$ cat src/rtl/sdram_arb_pkg.sv
// Shared types and defaults for the two-port SDRAM request arbiter.
package sdram_arb_pkg;
  typedef enum logic [1:0] {
    IDLE,
    ISSUE,
    WAIT_RD
  } state_t;

  localparam int DEF_ADDR_W  = 23;
  localparam int DEF_DATA_W  = 32;
  localparam int DEF_TIMEOUT = 64;

  localparam logic [DEF_DATA_W-1:0] TO_RDATA = '0;
endpackage

$ cat src/rtl/sdram_arb_rr.sv
// Two-way round-robin picker: on a tie the port that did not win last goes.
module sdram_arb_rr (
  input  logic [1:0] valid,
  input  logic       last_grant,
  output logic       grant,
  output logic       any
);
  assign any   = |valid;
  assign grant = (&valid) ? ~last_grant : valid[1];
endmodule

$ cat src/rtl/sdram_port_arbiter.sv
// Serialises fetch and data requests onto one SDRAM controller port,
// routing completions back to the owner with a bounded read wait.
module sdram_port_arbiter
  import sdram_arb_pkg::*;
#(
  parameter int ADDR_W  = DEF_ADDR_W,
  parameter int DATA_W  = DEF_DATA_W,
  parameter int TIMEOUT = DEF_TIMEOUT
) (
  input  logic              clk,
  input  logic              rst,
  input  logic              p0_valid,
  input  logic              p1_valid,
  input  logic              p0_rw,
  input  logic              p1_rw,
  input  logic [ADDR_W-1:0] p0_addr,
  input  logic [ADDR_W-1:0] p1_addr,
  input  logic [DATA_W-1:0] p0_wdata,
  input  logic [DATA_W-1:0] p1_wdata,
  output logic              p0_ready,
  output logic              p1_ready,
  output logic              p0_resp_valid,
  output logic              p1_resp_valid,
  output logic              p0_resp_err,
  output logic              p1_resp_err,
  output logic [DATA_W-1:0] resp_rdata,
  output logic [ADDR_W-1:0] ctrl_addr,
  output logic              ctrl_rw,
  output logic [DATA_W-1:0] ctrl_wdata,
  output logic              ctrl_in_valid,
  input  logic              ctrl_busy,
  input  logic              ctrl_out_valid,
  input  logic [DATA_W-1:0] ctrl_rdata
);
  localparam int CW = $clog2(TIMEOUT + 1);

  state_t        state, state_n;
  logic [CW-1:0] cnt;
  logic          own, last_grant;
  logic          grant, any;
  logic          take, acc, rd_done, rd_to, done;

  sdram_arb_rr u_rr (
    .valid      ({p1_valid, p0_valid}),
    .last_grant (last_grant),
    .grant      (grant),
    .any        (any)
  );

  always_comb begin
    state_n = state;
    take    = 1'b0;
    acc     = 1'b0;
    rd_done = 1'b0;
    rd_to   = 1'b0;
    unique case (state)
      IDLE: begin
        if (any && !rst) begin
          take    = 1'b1;
          state_n = ISSUE;
        end
      end
      ISSUE: begin
        if (!ctrl_busy) begin
          acc     = 1'b1;
          state_n = ctrl_rw ? IDLE : WAIT_RD;
        end
      end
      WAIT_RD: begin
        // out_valid on the final counted cycle still wins over the timeout
        if (ctrl_out_valid) begin
          rd_done = 1'b1;
          state_n = IDLE;
        end else if (cnt == CW'(TIMEOUT - 1)) begin
          rd_to   = 1'b1;
          state_n = IDLE;
        end
      end
      default: state_n = IDLE;
    endcase
  end

  assign p0_ready      = take & ~grant;
  assign p1_ready      = take & grant;
  assign ctrl_in_valid = (state == ISSUE);
  assign done          = (acc & ctrl_rw) | rd_done | rd_to;

  always_ff @(posedge clk) begin
    if (rst) state <= IDLE;
    else     state <= state_n;
  end

  always_ff @(posedge clk) begin
    if (rst) begin
      own           <= 1'b0;
      last_grant    <= 1'b1;
      cnt           <= '0;
      ctrl_addr     <= '0;
      ctrl_rw       <= 1'b0;
      ctrl_wdata    <= '0;
      resp_rdata    <= '0;
      p0_resp_valid <= 1'b0;
      p1_resp_valid <= 1'b0;
      p0_resp_err   <= 1'b0;
      p1_resp_err   <= 1'b0;
    end else begin
      p0_resp_valid <= done & ~own;
      p1_resp_valid <= done & own;
      p0_resp_err   <= rd_to & ~own;
      p1_resp_err   <= rd_to & own;
      if (take) begin
        own        <= grant;
        last_grant <= grant;
        ctrl_rw    <= grant ? p1_rw : p0_rw;
        ctrl_addr  <= grant ? p1_addr : p0_addr;
        ctrl_wdata <= grant ? p1_wdata : p0_wdata;
      end
      if (acc) cnt <= '0;
      if (state == WAIT_RD) cnt <= cnt + CW'(1);
      if (rd_done) resp_rdata <= ctrl_rdata;
      if (rd_to) resp_rdata <= DATA_W'(TO_RDATA);
    end
  end
endmodule

$ cat config.mk
export PLATFORM = sky130hd
export DESIGN_NAME = sdram_port_arbiter
export DESIGN_NICKNAME = d
export VERILOG_FILES = /design/src/rtl/sdram_arb_pkg.sv /design/src/rtl/sdram_arb_rr.sv /design/src/rtl/sdram_port_arbiter.sv
export SDC_FILE = /design/constraint.sdc
export NUM_CORES = 1
export LEC_CHECK = 0
export CORE_MARGIN = 2
export CORE_UTILIZATION = 35
export DETAILED_ROUTE_END_ITERATION = 16
export PLACE_DENSITY_LB_ADDON = 0.15
export SLEW_MARGIN = 5
export SYNTH_ARGS = -nofsm -noshare
export SYNTH_HDL_FRONTEND = slang
export SYNTH_SLANG_ARGS = --single-unit
export TNS_END_PERCENT = 50
$ cat constraint.sdc
create_clock -name clk -period 2.2 [get_ports clk]
set_input_delay 0.33 -clock clk [delete_from_list [all_inputs] [get_ports clk]]
set_output_delay 0.33 -clock clk [all_outputs]
set_load 0.02 [all_outputs]
Word level (Yosys, flattened, before mapping)
Index checks and enable logic that the tools add are counted.
{ "op_classes": {"mux": 21, "eq_ne": 6, "n_addsub": 1, "n_reduce_logical": 8, "n_bitwise": 12} }
{ "ops": {"columns": ["operator", "n"], "rows": [
  ["2-to-1 mux 32 bit", 1],
  ["2-to-1 mux 23 bit", 1],
  ["2-to-1 mux 7 bit", 2],
  ["2-to-1 mux 1 bit", 11],
  ["2-to-1 mux 2 bit", 5],
  ["adder 7 x 1 -> 7 bit (second input constant)", 1],
  ["bitwise AND 1 bit", 7],
  ["== test 7 x 6 -> 1 bit (second input constant)", 1],
  ["one-hot mux 2 bit (3 select lines)", 1],
  ["!= test 2 bit (second input constant)", 2],
  ["OR reduction 2 bit", 2],
  ["!= test 3 bit (second input constant)", 1],
  ["inverter 1 bit", 3],
  ["AND reduction 3 bit", 1],
  ["== test 2 x 1 -> 1 bit (second input constant)", 1],
  ["== test 2 bit (second input constant)", 1],
  ["zero test 2 bit", 1],
  ["bitwise OR 1 bit", 2],
  ["AND reduction 2 bit", 1],
  ["nonzero test 2 bit", 1],
  ["logical AND 1 bit", 1],
  ["zero test 1 bit", 1]
]} }
{ "totals": {"elab_cells": 60, "out_inout_bits": 95, "regBits": 103} }

Longest topological paths before layout
Gate-level depths: netlist of the first run.
{ "depth": {"depth_word": 6, "depth_mapped": 7, "ltp_nobuf": 4} }

By module
From an unflattened synthesis of the first run, not the netlist that was laid out.
{ "hier_totals": {"hier_cells": 468, "area_unflattened_um2": 4470.5} }
{ "by_module_without_submodules": {"columns": ["module", "seq_area_each_um2", "instances", "area_each_um2", "cells_per_inst"], "rows": [
  ["sdram_port_arbiter", 2062.0, 1, 4456.8, 466],
  ["sdram_arb_rr", 0.0, 1, 13.8, 2]
]} }

Worst setup path before layout of the first run
OpenSTA, ideal clock, no wires.
{ "synth_path": {"path_type": "in2out", "start": "input p1_valid", "end": "output p0_ready", "path_buffers": 3, "path_stages": 6, "arrival_ns": 1.348, "setup_slack_ns": 0.522, "required_ns": 1.870, "cell_sequence": "or2_0 > clkbuf_1 > buf_2 > buf_2 > nand2_1 > nor2_1"} }
{ "synth_between": {"elab_chain_cells": 5, "elab_cells_between_ends": 8} }
{ "synth_rtl": {"columns": ["element", "line_no", "text"], "rows": [
  ["start: declaration", "sdram_port_arbiter.sv:13", "input logic p1_valid,"],
  ["OR reduction 2 bit", "sdram_arb_rr.sv:8", "assign any = |valid;"],
  ["logical AND 1 bit", "sdram_port_arbiter.sv:58", "if (any && !rst) begin"],
  ["2-to-1 mux 1 bit", "sdram_port_arbiter.sv:58", null],
  ["2-to-1 mux 1 bit", "sdram_port_arbiter.sv:56", "unique case (state)"],
  ["bitwise AND 1 bit *", "sdram_port_arbiter.sv:83", "assign p0_ready = take & ~grant;"],
  ["end: declaration", "sdram_port_arbiter.sv:20", "output logic p0_ready,"]
]} }
Every way passes the cells marked *; elsewhere a longest branch is shown, timed or not.

Final worst setup path of the first run
{ "layout_path": {"start": "register state[0]", "end": "output ctrl_in_valid"} }
{ "layout_between": {"elab_chain_cells": 1} }
{ "layout_rtl": {"columns": ["element", "line_no", "text"], "rows": [
  ["start: declaration", "sdram_port_arbiter.sv:37", "state_t state, state_n;"],
  ["start signal: assignment", "sdram_port_arbiter.sv:90", "else state <= state_n;"],
  ["== test 2 x 1 -> 1 bit", "sdram_port_arbiter.sv:85", "assign ctrl_in_valid = (state == ISSUE);"],
  ["end: declaration", "sdram_port_arbiter.sv:30", "output logic ctrl_in_valid,"]
]} }
Every way passes these cells.

==> results.sh, run 1 <==
export IMPL_clockPowerShare=0.327
export IMPL_grt_pass1_vias=4488
export IMPL_tns_ps=0
export IMPL_synthAdderAreaFrac=0.00282
export IMPL_syn_avg_cell_area_um2=8.21
export IMPL_antenna_found_initial=0
export IMPL_yosys_area_share_simple=0.197
export IMPL_synth_seq_cells=103
export IMPL_die_area_um2=13600
export IMPL_hold_class="in2reg"
export IMPL_clkLatencyLatePin_ps=350
export IMPL_leakage_uw=0.00258
export IMPL_vias=4858
export IMPL_viasPerCell=5.15
export IMPL_drive_above_1_share=0.0856
export IMPL_postSynthCellCount=541
export IMPL_synth_compound_area_frac=0.276
export IMPL_clk_path_buf_depth=2
export IMPL_grt_max_degree=67
export IMPL_yosysMostFrequentCell="nand2_1"
export IMPL_synth_area_top_cells="dfxtp_1 (46%), nand2_1 (15%), a21oi_1 (11%)"
export IMPL_grt_pass1_wl_um=22600
export IMPL_start_kind="flip-flop"
export IMPL_die_w_um=117
export IMPL_synth_mux_area_frac=0
export IMPL_synth_area_um2=4440
export IMPL_area_growth_pct=65.7
export IMPL_grt_setup_unrepaired="false"
export IMPL_pin_count=245
export IMPL_cts_root_buf="clkbuf_16"
export IMPL_max_cap_violations=0
export IMPL_synth_top_area_share=0.464
export IMPL_worst_hold_slack_ps=453
export IMPL_placed_cell_area_um2=7040
export IMPL_path_clk_slew_ps=70
export IMPL_wl_um=15100
export IMPL_coreArea_um2=12500
export IMPL_place_inst=926
export IMPL_required_ps=1870
export IMPL_cp_max_fo=14
export IMPL_fin_nets=917
export IMPL_slew_violations=0
export IMPL_post_cts_setup_buffers=0
export IMPL_fin_crit_ps=2100
export IMPL_layout_setup_ws_ps=101
export IMPL_p_per_area_nw_per_um2=651
export IMPL_grt_usage=0.212
export IMPL_async_reset_ff_frac=0
export IMPL_synthFlopType="dfxtp_1"
export IMPL_first_pass_iters=4
export IMPL_p_switching_uw=1380
export IMPL_drc=0
export IMPL_period_share=0.954
export IMPL_crit_type="reg2out"
export IMPL_die_h_um=117
export IMPL_cts_buffers=9
export IMPL_p_comb_frac=0.243
export IMPL_finClkSkew_ps=5.48
export IMPL_fillers=1177
export IMPL_synth_largest_area_cell="dfxtp_1"
export IMPL_htree_levels=3
export IMPL_initial_core_util=0.355
export IMPL_place_port_buffers=244
export IMPL_worstMarginPinSlew_ps=862
export IMPL_vdd_drop_max_uv=323
export IMPL_status="completed"
export IMPL_wl_per_cell_um=16.0
export IMPL_final_cells=943
export IMPL_hold_buffers=0
export IMPL_antenna_cells=0
export IMPL_drt_iter0_markers=307
export IMPL_cts_tree="yes"
export IMPL_synth_top_family_by_area="compound AO/OA/AOI/OAI gates"
export IMPL_core_rowCount=41
export IMPL_arrival_ps=1770
export IMPL_setup_viol=0
export IMPL_drtAntennaViolNets=0
export IMPL_power_frac_seq=0.429
export IMPL_synth_common_cells="nand2_1 (181), dfxtp_1 (103), a21oi_1 (97)"
export IMPL_cts_sinks=103
export IMPL_ys_seq_area_frac=0.464
export IMPL_hpwl_um=10600
export IMPL_synth_fp_nets=692
export IMPL_finalInstanceArea_um2=7360
export IMPL_synth_edff_count=0
export IMPL_dp_slack_ps=-305
export IMPL_p_sw_frac=0.289
export IMPL_max_freq_mhz=476
export IMPL_yosysWarnings=0
export IMPL_synth_xor_xnor_area_share=0
export IMPL_gp_congestion=0.761
export IMPL_grt_overflow_total=0
export IMPL_hold_viol=0
export IMPL_end_kind="output pin"
export IMPL_yosysUniqueCellTypes=36
export IMPL_p_int_uw=3410
export IMPL_slew_headroom=0.425
==> path summary, 6_finish.rpt <==
path              slack [ps]            from  cells after the start        endpoint
setup / recovery         100        state[0]                      2   ctrl_in_valid
hold / removal           450             rst                      5        state[0]
setup reg to reg         260        state[1]                      6   ctrl_addr[13]
hold reg to reg          450  resp_rdata[20]                      2  resp_rdata[20]
==> cell families (layout without fill, tap and decap cells) <==
logic type | count (synthesis) | in the layout
flip-flops | 103 | 103
AO/OA/AOI/OAI | 169 | 170
adder cells (fa/ha/maj) | 1 | 1
buffers and inverters | 57 | 286
AND/OR/NAND/NOR | 211 | 211
==> power by group through the flow <==
stage	clock [uW]	combinational (uW)	sequential (uW)
6_report	1570	1170	2060
5_1_grt	1680	1250	2070
4_1_cts	1600	1170	2060
2_1_floorplan	0	423	2220
3_5_place_dp	0	1170	2100
3_3_place_gp	0	1160	2090
==> repair_timing <==
action                                  in CTS  in global routing
pin swaps                                    0                  1
gates cloned                                 0                  1
resized for setup                            3                  2
endpoints found under the setup margin       4                 35
==> placed cells by master (no fill, tap or decap), types with 2 or more instances in the layout <==
cell,instances
clkdlybuf4s50_1,241
nand2_1,181
dfxtp_1,102
a21oi_1,97
a311oi_1,38
a311oi_2,19
buf_4,17
clkbuf_16,9
inv_1,6
nor2_1,4
o211ai_1,4
nand3_1,3
nand2b_1,3
or3_1,3
o21ai_0,3
nor3_1,3
nand3b_1,3
nor2b_1,2
o31ai_4,2
clkinv_4,2
clkinvlp_4,2
dlygate4sd2_1,2
buf_12,2
==> flip-flops by register name, summed over array words and instances, names as in the netlist <==
| register | cells |
|---|---|
| ctrl_rw | 1 |
| ctrl_wdata | 32 |
| p0_resp_valid | 1 |
| resp_rdata | 32 |
| last_grant | 1 |
| p0_resp_err | 1 |
| cnt | 7 |
| p1_resp_valid | 1 |
| p1_resp_err | 1 |
| state | 2 |
| ctrl_addr | 23 |
| own | 1 |
==> layout make-up <==
| type | instances | area (um^2) | share of cell area |
|---|---|---|---|
| clock inverter | 6 | 52.6 | 0.00714 |
| timing repair buffer | 264 | 2610 | 0.355 |
| tap | 172 | 215 | 0.0292 |
| multi-input combinational | 382 | 2150 | 0.293 |
| clock buffer | 10 | 239 | 0.0325 |
| inverter | 6 | 22.5 | 0.00306 |
| sequential | 103 | 2060 | 0.280 |
==> stage by stage <==
step,total power (uW),utilization
floorplan,2650,-
global placement,3250,0.563
detailed placement,3270,0.563
CTS,4830,0.586
global route,5010,0.588
finish,4790,0.588
==> worst max-delay path: stages, from the launching register on <==
cell	delay, ps
dfxtp_2	460
nor2b_1	280
clkdlybuf4s50_1	680
==> layer usage <==
| metal | GRT usage | vias up | wire length, um |
|---|---|---|---|
| met5 | 0 | - | 0 |
| met4 | 0.107 | 0 | 444 |
| met3 | 0.0685 | 31 | 1350 |
| met2 | 0.351 | 188 | 7490 |
| met1 | 0.248 | 2280 | 5810 |
| li1 | - | 2359 | - |
No activity file was read; power rests on OpenSTA's default activity.
==> run 2, diff against run 1 <==
--- a/config.mk
+++ b/config.mk
@@ -5,8 +5,9 @@
 export SDC_FILE = /design/constraint.sdc
 export NUM_CORES = 1
 export LEC_CHECK = 0
+export CAP_MARGIN = 20
 export CORE_MARGIN = 2
-export CORE_UTILIZATION = 35
+export CORE_UTILIZATION = 27
 export DETAILED_ROUTE_END_ITERATION = 16
 export PLACE_DENSITY_LB_ADDON = 0.15
 export SLEW_MARGIN = 5
==> results.sh, run 2 (synthesized netlist as in run 1, its figures left out) <==
export IMPL_status="completed"
export IMPL_p_switching_uw=1390
export IMPL_grt_overflow_total=0
export IMPL_htree_levels=3
export IMPL_arrival_ps=1730
export IMPL_fin_crit_ps=2060
export IMPL_worstMarginPinSlew_ps=861
export IMPL_critPathMaxStageDelay_ps=660
export IMPL_grt_pass1_vias=4868
export IMPL_max_freq_mhz=486
export IMPL_met3_usage=0.0604
export IMPL_drive_above_1_share=0.0855
export IMPL_cts_root_buf="clkbuf_16"
export IMPL_period_share=0.936
export IMPL_grt_usage=0.172
export IMPL_pin_count=245
export IMPL_path_clk_slew_ps=70
export IMPL_drt_iter0_markers=193
export IMPL_cp_buffers_inverters=2
export IMPL_area_growth_pct=66.9
export IMPL_cp_slowest_cell="clkdlybuf4s50_1"
export IMPL_gp_congestion=0.800
export IMPL_finalInstanceArea_um2=7410
export IMPL_p_int_uw=3380
export IMPL_clk_path_buf_depth=2
export IMPL_mostFrequentLayoutCell="clkdlybuf4s50_1"
export IMPL_die_area_um2=17500
export IMPL_max_cap_violations=0
export IMPL_start_kind="flip-flop"
export IMPL_placed_cell_area_um2=7130
export IMPL_die_w_um=132
export IMPL_required_ps=1870
export IMPL_drtAntennaViolNets=0
export IMPL_crit_path_cell_trace="buf_4, nor2b_1, clkdlybuf4s50_1"
export IMPL_crit_type="reg2out"
export IMPL_grt_setup_unrepaired="false"
export IMPL_clockPowerShare=0.320
export IMPL_clkLatencyLatePin_ps=340
export IMPL_fin_nets=918
export IMPL_cts_tree="yes"
export IMPL_hpwl_um=11100
export IMPL_p_comb_frac=0.248
export IMPL_core_rowCount=46
export IMPL_top_regs="ctrl_wdata x32, resp_rdata x32, ctrl_addr x23"
export IMPL_top_usage_layer="met2"
export IMPL_grt_pass1_wl_um=24500
export IMPL_antenna_found_initial=0
export IMPL_power_frac_seq=0.432
export IMPL_cpLargestDelayFamily="buffers and inverters"
export IMPL_coreArea_um2=16000
export IMPL_p_sw_frac=0.291
export IMPL_vias=4782
export IMPL_first_pass_iters=6
export IMPL_grtUsageMet1=0.188
export IMPL_wl_um=15400
export IMPL_cts_buffers=9
export IMPL_hold_viol=0
export IMPL_slew_headroom=0.426
export IMPL_grtUsageMet2=0.307
export IMPL_die_h_um=132
export IMPL_setup_viol=0
export IMPL_p_per_area_nw_per_um2=643
export IMPL_end_kind="output pin"
export IMPL_leakage_uw=0.00261
export IMPL_antenna_cells=0
export IMPL_finClkSkew_ps=4.30
export IMPL_initial_core_util=0.278
export IMPL_hold_class="in2reg"
export IMPL_grt_max_degree=68
export IMPL_cts_sinks=103
export IMPL_place_port_buffers=244
export IMPL_tns_ps=0
export IMPL_drc=0
export IMPL_vdd_drop_max_uv=349
export IMPL_fillers=1546
export IMPL_viasPerCell=4.84
export IMPL_hold_buffers=0
export IMPL_wl_per_cell_um=15.6
export IMPL_cp_max_fo=11
export IMPL_slew_violations=0
export IMPL_final_cell_mix="clkdlybuf4s50_1 (241), nand2_1 (181), dfxtp_1 (103)"
==> run 2: path summary, 6_finish.rpt <==
path                            depth (start not counted)             end  slack [ps]      startpoint
worst max-delay path                                    3   ctrl_in_valid         140        state[1]
worst min-delay path                                    5        state[0]         440             rst
worst max register to register                          5   ctrl_addr[18]         440        state[1]
worst min register to register                          2  resp_rdata[22]         460  resp_rdata[22]
==> run 2: layout make-up <==
| type | count | area, um^2 | area share |
|---|---|---|---|
| timing repair buffer | 266 | 2640 | 0.356 |
| multi-input combinational | 381 | 2130 | 0.288 |
| sequential | 103 | 2060 | 0.278 |
| tap | 216 | 270 | 0.0365 |
| clock buffer | 9 | 225 | 0.0304 |
| clock inverter | 7 | 56.3 | 0.00760 |
| inverter | 6 | 22.5 | 0.00304 |
==> run 2: per-stage QoR <==
step / total power, uW / instances / util / hold slack [ps] / setup WS, ps
floorplan: 2650 / 541 / - / 429 / 522
global placement: 3270 / 972 / 0.445 / 444 / 7.64
detailed placement: 3290 / 972 / 0.445 / 446 / -4.51
CTS: 4840 / 988 / 0.463 / 423 / 25.0
global route: 5000 / 988 / 0.463 / 446 / 41.3
finish: 4770 / 988 / 0.463 / 436 / 142
==> run 2: tightest hold or removal path, cell delays in order <==
cell and delay [ps]:
buf_2 120, nor3_4 50, nand2_1 80, buf_4 100, a21oi_1 50
==> run 2: what timing repair did <==
item,CTS,global route
setup endpoints to repair,1,1
setup buffers,0,0
resized for setup,1,1
pin swaps,0,0
==> run 2: layer usage <==
| layer | vias up | wire (um) | share of wire |
|---|---|---|---|
| met5 | - | 0 | 0 |
| met4 | 0 | 288 | 0.019 |
| met1 | 2217 | 6180 | 0.40 |
| met2 | 191 | 7580 | 0.49 |
| li1 | 2353 | - | - |
| met3 | 21 | 1370 | 0.089 |
==> run 2: power groups by stage <==
stage	clock network [uW]	logic (uW)	registers [uW]
after CTS	1580	1200	2060
after global placement	0	1180	2100
final	1530	1180	2060
after floorplan	0	423	2220
after global routing	1660	1270	2070
after detailed placement	0	1190	2100
==> run 3, diff against run 2 <==
--- a/config.mk
+++ b/config.mk
@@ -5,7 +5,6 @@
 export SDC_FILE = /design/constraint.sdc
 export NUM_CORES = 1
 export LEC_CHECK = 0
-export CAP_MARGIN = 20
 export CORE_MARGIN = 2
 export CORE_UTILIZATION = 27
 export DETAILED_ROUTE_END_ITERATION = 16
@@ -14,4 +13,4 @@
 export SYNTH_ARGS = -nofsm -noshare
 export SYNTH_HDL_FRONTEND = slang
 export SYNTH_SLANG_ARGS = --single-unit
-export TNS_END_PERCENT = 50
+export TNS_END_PERCENT = 10
==> results of run 3 <==
Final layout, timing and power as in run 2 (identical DEF).
